===== src/rtl/output_ctrl_gen_if.sv =====
// Comparator-side and board-side signals of the output command generator.
interface output_ctrl_gen_if;
  logic       cmpOk;
  logic       relayReq;
  logic       relayFb;
  logic       switchCtrl1;
  logic       switchCtrl2;
  logic       relayCtrl1;
  logic       relayCtrl2;
  logic       fault;
  logic [1:0] faultCause;
  logic [1:0] state;

  // master drives the verdict/request/readback, slave is the generator
  modport master (
    output cmpOk, relayReq, relayFb,
    input  switchCtrl1, switchCtrl2, relayCtrl1, relayCtrl2, fault, faultCause, state
  );
  modport slave (
    input  cmpOk, relayReq, relayFb,
    output switchCtrl1, switchCtrl2, relayCtrl1, relayCtrl2, fault, faultCause, state
  );
endinterface


===== src/rtl/output_ctrl_gen.sv =====
// Dual-channel output command generator: heartbeat pair + complementary relay
// command pair, dropping to a latched safe state on comparator loss or on a
// relay readback that does not follow the command.
module output_ctrl_gen #(
  parameter int HALF_PERIOD = 8,
  parameter int OK_FILTER   = 4,
  parameter int FB_TIMEOUT  = 6
) (
  input logic              clk,
  input logic              rst,
  output_ctrl_gen_if.slave bus
);
  typedef enum logic [1:0] {SAFE = 2'd0, RUN = 2'd1, FAULT = 2'd2} state_e;

  localparam logic [3:0] OK_LAST = 4'(OK_FILTER - 1);
  localparam logic [3:0] PH_LAST = 4'(HALF_PERIOD - 1);
  localparam logic [3:0] MM_MAX  = 4'(FB_TIMEOUT);

  state_e     state_q, state_d;
  logic [3:0] ok_cnt_q, ok_cnt_d;
  logic [3:0] phase_cnt_q, phase_cnt_d;
  logic [3:0] mm_cnt_q, mm_cnt_d;
  logic [1:0] rc_dly_q, rc_dly_d;
  logic       fb_meta_q, fb_sync_q;
  logic       sw1_q, sw1_d, sw2_q, sw2_d;
  logic       rc1_q, rc1_d;
  logic       fault_q, fault_d;
  logic [1:0] cause_q, cause_d;

  logic       ok_done, mm_mis, mm_hit, run_fault;
  logic [3:0] mm_inc;

  // The readback is compared against relayCtrl1 delayed by the same two
  // stages as the synchronizer, so mmCnt only counts cycles in which a
  // correctly following relay would already be visible on fbSync.
  assign ok_done   = bus.cmpOk && (ok_cnt_q == OK_LAST);
  assign mm_mis    = fb_sync_q != rc_dly_q[1];
  assign mm_inc    = (mm_cnt_q == MM_MAX) ? MM_MAX : mm_cnt_q + 4'd1;
  assign mm_hit    = mm_mis && (mm_inc == MM_MAX);
  assign run_fault = !bus.cmpOk || mm_hit;

  // Two-flop synchronizer for the asynchronous relay readback
  always_ff @(posedge clk) begin
    if (rst) begin
      fb_meta_q <= 1'b0;
      fb_sync_q <= 1'b0;
    end else begin
      fb_meta_q <= bus.relayFb;
      fb_sync_q <= fb_meta_q;
    end
  end

  // State and datapath registers; rst wins over any transition
  always_ff @(posedge clk) begin
    if (rst) begin
      state_q     <= SAFE;
      ok_cnt_q    <= '0;
      phase_cnt_q <= '0;
      mm_cnt_q    <= '0;
      rc_dly_q    <= '0;
      sw1_q       <= 1'b0;
      sw2_q       <= 1'b1;
      rc1_q       <= 1'b0;
      fault_q     <= 1'b0;
      cause_q     <= '0;
    end else begin
      state_q     <= state_d;
      ok_cnt_q    <= ok_cnt_d;
      phase_cnt_q <= phase_cnt_d;
      mm_cnt_q    <= mm_cnt_d;
      rc_dly_q    <= rc_dly_d;
      sw1_q       <= sw1_d;
      sw2_q       <= sw2_d;
      rc1_q       <= rc1_d;
      fault_q     <= fault_d;
      cause_q     <= cause_d;
    end
  end

  // Next-state: filtered entry into RUN, any fault condition latches FAULT
  always_comb begin
    state_d = state_q;
    case (state_q)
      SAFE:    if (ok_done) state_d = RUN;
      RUN:     if (run_fault) state_d = FAULT;
      FAULT:   state_d = FAULT;
      default: state_d = SAFE;
    endcase
  end

  // Counters and registered outputs for each state
  always_comb begin
    ok_cnt_d    = ok_cnt_q;
    phase_cnt_d = phase_cnt_q;
    mm_cnt_d    = mm_cnt_q;
    rc_dly_d    = rc_dly_q;
    sw1_d       = sw1_q;
    rc1_d       = rc1_q;
    fault_d     = fault_q;
    cause_d     = cause_q;
    case (state_q)
      SAFE: begin
        ok_cnt_d    = (bus.cmpOk && !ok_done) ? ok_cnt_q + 4'd1 : 4'd0;
        phase_cnt_d = '0;
        mm_cnt_d    = '0;
        rc_dly_d    = '0;
        sw1_d       = 1'b0;
        rc1_d       = 1'b0;
      end
      RUN: begin
        if (run_fault) begin
          sw1_d   = 1'b0;
          rc1_d   = 1'b0;
          fault_d = 1'b1;
          cause_d = cause_q | {mm_hit, !bus.cmpOk};
        end else begin
          if (phase_cnt_q == PH_LAST) begin
            phase_cnt_d = '0;
            sw1_d       = ~sw1_q;
          end else begin
            phase_cnt_d = phase_cnt_q + 4'd1;
          end
          rc1_d    = bus.relayReq;
          rc_dly_d = {rc_dly_q[0], rc1_q};
          mm_cnt_d = mm_mis ? mm_inc : 4'd0;
        end
      end
      default: begin
        sw1_d   = 1'b0;
        rc1_d   = 1'b0;
        fault_d = 1'b1;
      end
    endcase
  end

  // Heartbeat line 2 is its own flop so both lines are true register outputs
  always_comb begin
    sw2_d = ~sw1_d;
  end

  assign bus.switchCtrl1 = sw1_q;
  assign bus.switchCtrl2 = sw2_q;
  assign bus.relayCtrl1  = rc1_q;
  assign bus.relayCtrl2  = 1'b0;
  assign bus.fault       = fault_q;
  assign bus.faultCause  = cause_q;
  assign bus.state       = state_q;
endmodule


===== src/flat_wrapper.sv =====
// flat-port wrapper written by rule: the top's interface ports become plain ports
module output_ctrl_gen_flat 
#(
  parameter int HALF_PERIOD = 8,
  parameter int OK_FILTER   = 4,
  parameter int FB_TIMEOUT  = 6
)
  (clk, rst, bus_cmpOk, bus_relayReq, bus_relayFb, bus_switchCtrl1, bus_switchCtrl2, bus_relayCtrl1, bus_relayCtrl2, bus_fault, bus_faultCause, bus_state);
  output_ctrl_gen_if bus_i ();
  input logic clk;
  input logic rst;
  input wire logic [$bits(bus_i.cmpOk)-1:0] bus_cmpOk;
  input wire logic [$bits(bus_i.relayReq)-1:0] bus_relayReq;
  input wire logic [$bits(bus_i.relayFb)-1:0] bus_relayFb;
  output wire logic [$bits(bus_i.switchCtrl1)-1:0] bus_switchCtrl1;
  output wire logic [$bits(bus_i.switchCtrl2)-1:0] bus_switchCtrl2;
  output wire logic [$bits(bus_i.relayCtrl1)-1:0] bus_relayCtrl1;
  output wire logic [$bits(bus_i.relayCtrl2)-1:0] bus_relayCtrl2;
  output wire logic [$bits(bus_i.fault)-1:0] bus_fault;
  output wire logic [$bits(bus_i.faultCause)-1:0] bus_faultCause;
  output wire logic [$bits(bus_i.state)-1:0] bus_state;
  assign bus_i.cmpOk = bus_cmpOk;
  assign bus_i.relayReq = bus_relayReq;
  assign bus_i.relayFb = bus_relayFb;
  assign bus_switchCtrl1 = bus_i.switchCtrl1;
  assign bus_switchCtrl2 = bus_i.switchCtrl2;
  assign bus_relayCtrl1 = bus_i.relayCtrl1;
  assign bus_relayCtrl2 = bus_i.relayCtrl2;
  assign bus_fault = bus_i.fault;
  assign bus_faultCause = bus_i.faultCause;
  assign bus_state = bus_i.state;
  output_ctrl_gen #(.HALF_PERIOD(HALF_PERIOD), .OK_FILTER(OK_FILTER), .FB_TIMEOUT(FB_TIMEOUT)) u_core (.clk(clk), .rst(rst), .bus(bus_i));
endmodule

===== config.mk =====
export PLATFORM = sky130hd
export DESIGN_NAME = output_ctrl_gen_flat
export DESIGN_NICKNAME = d
export VERILOG_FILES = /design/src/rtl/output_ctrl_gen_if.sv /design/src/rtl/output_ctrl_gen.sv /design/src/flat_wrapper.sv
export SDC_FILE = /design/constraint.sdc
export NUM_CORES = 1
export LEC_CHECK = 0
export CORE_ASPECT_RATIO = 0.5
export CORE_MARGIN = 5
export CORE_UTILIZATION = 45
export CTS_CLUSTER_DIAMETER = 50
export DETAILED_ROUTE_END_ITERATION = 12
export PLACE_DENSITY = 0.65
export REMOVE_ABC_BUFFERS = 1
export SYNTH_ARGS = -nofsm -noshare
export SYNTH_HDL_FRONTEND = slang
export SYNTH_SLANG_ARGS = --single-unit

===== constraint.sdc =====
create_clock -name clk -period 2.85 [get_ports clk]
set_input_delay 0.57 -clock clk [delete_from_list [all_inputs] [get_ports clk]]
set_output_delay 0.57 -clock clk [all_outputs]
set_load 0.05 [all_outputs]

# ---- Word level (Yosys, flattened, before mapping)
# Cells that the tools add are included.
dict set report word_totals {
  reg_bits 24
  inputBits 5
  output_inout_bits 9
  word_cells 61
}
dict set report op_classes {
  n_addsub 3
  n_eq_ne 10
  n_mux 18
  n_bitwise 5
  n_reduce_logical 13
}
# op n
set op_table {}
lappend op_table {{2-to-1 mux 4 bit} 6}
lappend op_table {{one-hot mux 4 bit (2 select lines)} 2}
lappend op_table {{adder 4 x 1 -> 4 bit, second input constant} 3}
lappend op_table {{equality test 4 x 3 -> 1 bit, second input constant} 3}
lappend op_table {{AND reduction 2 bit} 4}
lappend op_table {{2-to-1 mux 2 bit} 3}
lappend op_table {{one-hot mux 2 bit (3 select lines)} 1}
lappend op_table {{equality test 4 x 2 -> 1 bit, second input constant} 1}
lappend op_table {{2-to-1 mux 1 bit} 4}
lappend op_table {{inequality test 2 x 1 -> 1 bit, second input constant} 2}
lappend op_table {{NOT 1 bit} 4}
lappend op_table {{one-hot mux 2 bit (2 select lines)} 1}
lappend op_table {{logical AND 1 bit} 3}
lappend op_table {{OR reduction 3 bit} 1}
lappend op_table {{equality test 2 x 1 -> 1 bit, second input constant} 1}
lappend op_table {{equality test 2 bit, second input constant} 1}
lappend op_table {{logical NOT 1 bit} 2}
lappend op_table {{logical NOT 2 bit} 1}
lappend op_table {{inequality test 2 bit, second input constant} 1}
lappend op_table {{bitwise OR 2 bit} 1}
lappend op_table {{one-hot mux 1 bit (2 select lines)} 1}
lappend op_table {{nonzero test 2 bit} 1}
lappend op_table {{logical OR 1 bit} 1}
lappend op_table {{inequality test 1 bit} 1}

# ---- Depth between registers and ports, before layout
dict set report logic_depth {
  depth_word 8
  ltp_mapped 8
  ltp_nobuf 7
}

# ---- Worst setup path before layout
# OpenSTA, ideal clock, no wires.
dict set report synth_path {
  kind {register to register}
  from {register u_core.state_q[0] (netlist: u_core.bus.state[0])}
  to {register u_core.phase_cnt_q[3]}
  setup_ns 0.069
  t_arrival_ns 1.947
  required_ns 2.781
  slack_ns 0.834
  stages_incl_launch_ff 6
  path_buffers 0
  period_less_slack_ns 2.016
  path_cell_list {dfxtp_1 > ha_1 > and2_0 > o21ai_2 > or4_1 > o21ai_1}
}
dict set report synth_via {
  elab_chain_cells 3
  elab_cells_between_ends 6
  cone_classes {eq/ne (2); mux (1); reduce/logical (3)}
}
# element line_no
set synth_lines {}
lappend synth_lines {{start: declaration} output_ctrl_gen.sv:19} ;# state_e state_q, state_d;
lappend synth_lines {{start signal: assignment} output_ctrl_gen.sv:67} ;# state_q <= state_d;
lappend synth_lines {{equality test 2 x 1 -> 1 bit or logical NOT 2 bit (tied branches)} output_ctrl_gen.sv:101} ;# case (state_q)
lappend synth_lines {{inequality test 2 bit (no line) or nonzero test 2 bit (tied branches)} n/a}
lappend synth_lines {{AND reduction 2 bit (no line)} n/a}
lappend synth_lines {{end signal: assignment} output_ctrl_gen.sv:69} ;# phase_cnt_q <= phase_cnt_d;
lappend synth_lines {{end: declaration} output_ctrl_gen.sv:21} ;# logic [3:0] phase_cnt_q, phase_cnt_d;
# Parallel ways exist; a longest one is shown, timed or not.
# A chain may end at the register's enable or synchronous reset.

# ---- Worst setup path in the final report
dict set report layout_path {
  from {register u_core.mm_cnt_q[1]}
  to {register u_core.phase_cnt_q[3]}
}
dict set report layout_via {
  elab_chain_cells 7
  elab_cells_between_ends 8
  cone_classes {add/sub (1); eq/ne (3); mux (1); reduce/logical (3)}
}
# element line_no
set layout_lines {}
lappend layout_lines {{start: declaration} output_ctrl_gen.sv:22} ;# logic [3:0] mm_cnt_q, mm_cnt_d;
lappend layout_lines {{start signal: assignment} output_ctrl_gen.sv:70} ;# mm_cnt_q <= mm_cnt_d;
lappend layout_lines {{adder 4 x 1 -> 4 bit or equality test 4 x 3 -> 1 bit (tied branches)} output_ctrl_gen.sv:38} ;# assign mm_inc = (mm_cnt_q == MM_MAX) ? MM_MAX : mm_cnt_q + 4'd1;
lappend layout_lines {{2-to-1 mux 4 bit *} output_ctrl_gen.sv:38}
lappend layout_lines {{equality test 4 x 3 -> 1 bit *} output_ctrl_gen.sv:39} ;# assign mm_hit = mm_mis && (mm_inc == MM_MAX);
lappend layout_lines {{logical AND 1 bit *} output_ctrl_gen.sv:39}
lappend layout_lines {{logical OR 1 bit *} output_ctrl_gen.sv:40} ;# assign run_fault = !bus.cmpOk || mm_hit;
lappend layout_lines {{inequality test 2 bit (no line) *} n/a}
lappend layout_lines {{AND reduction 2 bit (no line) *} n/a}
# Mark *: on every way between the ends. The rest lies on a longest branch, timed or not.

==> results by group <==
Placement
  – Port Buffer Count: 12
  – Detail Placement HPWL: approximately 1.7 mm
  – Post-Place Worst Slack: approximately 590 ps
  – Routability cong.: 0.7614

Setup path
  – Master of the slowest instance on the critical path: sky130_fd_sc_hd__or4_1
  – R2r worst-path depth: 6
  – Slack of the worst reg-to-reg path: roughly 600 ps
  – Cell Chain, Critical Path: ha_1 -> and4b_1 -> nor4_4 -> o21ai_2 -> or4_1 -> o21ai_1
  – Crit path capture type: flip-flop
  – Reg2reg end: u_core.phase_cnt_q[3]
  – Crit-path max cell delay: 530 ps
  – Source of the worst register-to-register timing path: u_core.mm_cnt_q[1]
  – Highest net fanout along the worst path: 12
  – Critical path arrival: 2450 ps
  – Critical path's top delay family: simple AND/OR/NAND/NOR gates
  – Buffers plus inverters on the worst setup path: 0
  – Crit path required time: between 3000 and 4000 ps
  – Startpoint Class: flip-flop
  – Start-to-end type of the worst setup path: reg -> reg

Timing
  – Max frequency: ~440 MHz
  – Worst Clk Skew: ~3.2 ps
  – Total negative setup slack: 0 ps
  – Tightest slew margin relative to the limit: 0.6600
  – Number of endpoints failing setup at the final stage: 0
  – Number of hold-slack violations in the final timing report: 0
  – Setup ws final: between 600 and 700 ps
  – Unrepaired setup endpoints after global routing: false
  – Number of pins exceeding their max-slew limit in the final report: 0
  – Final cycle utilization of the critical path: 0.7890
  – Actual slew at the worst max-slew pin: around 510 ps
  – Final worst path period need: between 2000 and 2500 ps

Floorplanning
  – I/O pin total: 14
  – Area of the die: about 3800 sq um
  – FP Rows: 13
  – Initial core utilization: 0.4645
  – Area of the placeable core: 2554 sq um
  – Vertical die dimension: 46.31 microns
  – Die Width: around 83 microns

Logic synthesis
  – Asr flop ratio synth: 0
  – Post-synth design cell area: about 1200 sq um
  – Post-Synthesis Cells: roughly 130
  – Synth Flop Type: sky130_fd_sc_hd__dfxtp_1
  – Synth cell types: 43
  – Sequential element share of the synthesized area: 0.4051
  – Syn avg cell area: roughly 8.9 sq um
  – Number of warnings reported in the yosys synthesis log: 0
  – Number of enable flip-flop cells after synthesis: 0
  – Number of synthesized register bits: 24

Job
  – Number of max-cap violations: 0

Global routing
  – Antenna violations before repair: 0
  – Via count of the first global-routing pass: approximately 890
  – Pin count of the biggest net entering global routing: 14
  – Gr ovfl total: 0
  – Wire length of the first global-routing pass: 3.905 mm
  – GRT Resource Usage Total: 0.1370

Power
  – Standby leakage power: 0.5246 nW
  – Power density over cell area: ~430 nW/um^2
  – IR Drop Worst-Case VDD: around 0.33 mV

CTS
  – Cts repair resizes: 0
  – Later-pin clock latency in the skew report: 260 ps
  – CTS Buf Count: 3
  – Library cell used as clock root buffer: sky130_fd_sc_hd__clkbuf_8
  – CTS Sinks: 24
  – Clock tree from TritonCTS: done
  – Total of hold buffers inserted after clock tree synthesis: 0
  – Maximum number of buffers from clock root to sink: 2
  – Clock input transition at the sequential cells of the worst setup and hold paths: 80 ps
  – Number of H-tree levels: 1
  – Number of setup buffers added after CTS: 0

Final layout
  – Nets: between 150 and 200
  – Layout cells sized above 1: 0.08333
  – Antenna diode count: 0
  – Utilization of the core after routing: 0.5414
  – Area growth syn-to-layout: 16.56%
  – Fill cells: 252

Route
  – Number of DRC violations after detailed routing: 0
  – Average detailed-routed wire length per instance: ~12 microns
  – Avg Vias per Cell: roughly 5.0
  – Total via count in the routed design: between 900 and 1,000
  – Iter 0 DRT Violations: 62
  – First-pass iteration count of the detailed router: 4
  – Count of nets left with antenna violations after detail routing: 0
  – Total routed wirelength: between 2 and 2.5 mm

Min path
  – Hold crit path type: reg -> reg
  – Startpoint of the tightest hold check path: u_core.rc_dly_q[0]
  – Number of stages on the worst hold path: 2
  – End point of the worst hold path: u_core.rc_dly_q[0]

Outcome
  – Outcome: completed
per-layer routing:
metal / vias to the layer above / track usage / share of wire
met4: 0 / 0.02932 / 0.0036
met1: 409 / 0.1869 / 0.53
met5: - / 0 / 0
li1: 493 / - / -
met3: 2 / 0.04492 / 0.041
met2: 10 / 0.2118 / 0.42
logic make-up (layout without fill, tap and decap cells):
group / Yosys count / count (layout) / synth area share
AO/OA/AOI/OAI: 28 / 28 / 0.1540
XOR/XNOR: 6 / 6 / 0.04431
adder cells (fa/ha/maj): 6 / 6 / 0.06329
buffers and inverters: 13 / 24 / 0.05274
flip-flops: 24 / 24 / 0.4051
multiplexers: 1 / 1 / 0.008439
other: 1 / 1 / 0.003162
AND/OR/NAND/NOR: 54 / 54 / 0.2690
through the flow:
stage	hold slack (ps)	std cells	total power [W]	cell area [sq um]
6_report	473.4	181	0.0005955	1383
5_1_grt	494.8	181	0.0006248	1383
4_1_cts	476.4	181	0.0006053	1383
3_5_place_dp	459.6	177	0.0003769	1328
3_3_place_gp	453.1	177	0.0003771	1328
2_1_floorplan	413.8	126	0.0003628	1146
how the worst max path moves through the flow:
| stage | startpoint | depth (start not counted) | endpoint | slack, ps |
|---|---|---|---|---|
| after floorplan | u_core.bus.state[0] | 5 | u_core.phase_cnt_q[3] | 760 |
| after global placement | bus_cmpOk | 5 | u_core.phase_cnt_q[3] | 630 |
| after detailed placement | bus_cmpOk | 5 | u_core.phase_cnt_q[3] | 590 |
| after CTS | u_core.mm_cnt_q[1] | 6 | u_core.phase_cnt_q[3] | 590 |
| after global routing | u_core.mm_cnt_q[1] | 6 | u_core.phase_cnt_q[3] | 400 |
| final | u_core.mm_cnt_q[1] | 6 | u_core.phase_cnt_q[3] | 600 |
worst register-to-register path: stages, from the launching register on:
cell and delay [ps]:
sky130_fd_sc_hd__dfxtp_1 450, sky130_fd_sc_hd__ha_1 270, sky130_fd_sc_hd__and4b_1 260, sky130_fd_sc_hd__nor4_4 350
sky130_fd_sc_hd__o21ai_2 210, sky130_fd_sc_hd__or4_1 540, sky130_fd_sc_hd__o21ai_1 120
Yosys cell counts, types with 5 or more instances:
cell	instances	area, sq um
sky130_fd_sc_hd__inv_1	6	22.52
sky130_fd_sc_hd__o21ai_0	6	30.03
sky130_fd_sc_hd__ha_1	6	75.07
sky130_fd_sc_hd__nand2_1	7	26.28
sky130_fd_sc_hd__nand3_1	9	45.04
sky130_fd_sc_hd__nor2_1	13	48.80
sky130_fd_sc_hd__a21oi_1	8	40.04
sky130_fd_sc_hd__nand2b_1	5	31.28
sky130_fd_sc_hd__dfxtp_1	24	480.5
final cells by class:
cell class	count	area [sq um]	area share
Clock buffer	4	55.05	0.03982
Timing Repair Buffer	14	135.1	0.09774
Tap cell	37	46.29	0.03348
Multi-Input combinational cell	96	643.1	0.4652
Sequential cell	24	480.5	0.3475
Inverter	6	22.52	0.01629
layout by cell type, fill, tap and decap left out, types with 2 or more instances in the layout:
cell type                         count
sky130_fd_sc_hd__o211ai_1             2
sky130_fd_sc_hd__dfxtp_1             24
sky130_fd_sc_hd__inv_1                6
sky130_fd_sc_hd__clkdlybuf4s50_1     12
sky130_fd_sc_hd__nor4_1               2
sky130_fd_sc_hd__nor2_1              13
sky130_fd_sc_hd__xnor2_1              3
sky130_fd_sc_hd__nand3_1              9
sky130_fd_sc_hd__nor2b_1              2
sky130_fd_sc_hd__o21ba_2              2
sky130_fd_sc_hd__o21ai_0              6
sky130_fd_sc_hd__nor3b_1              3
sky130_fd_sc_hd__nand2_1              7
sky130_fd_sc_hd__a21oi_1              8
sky130_fd_sc_hd__xor2_1               3
sky130_fd_sc_hd__ha_1                 6
sky130_fd_sc_hd__clkbuf_8             4
sky130_fd_sc_hd__buf_4                2
sky130_fd_sc_hd__nand2b_1             5
sky130_fd_sc_hd__or3_1                3
report_power, final:
part	internal (W)	switching, W	leakage, nW
logic	0.0000124	0.0000162	0.302
registers	0.000338	0.00000213	0.194
clock network	0.000123	0.000103	0.0288
total	0.000474	0.000122	0.525
sequential cells by signal, summed over array words and instances, names as in the netlist:
name,cells
u_core.mm_cnt_q,4
u_core.bus.state,2
u_core.bus.switchCtrl1,1
u_core.bus.faultCause,2
u_core.ok_cnt_q,4
u_core.fb_meta_q,1
u_core.bus.relayCtrl1,1
u_core.bus.fault,1
u_core.phase_cnt_q,4
u_core.rc_dly_q,2
u_core.fb_sync_q,1
u_core.bus.switchCtrl2,1
Power figures use the tool's default switching activity.
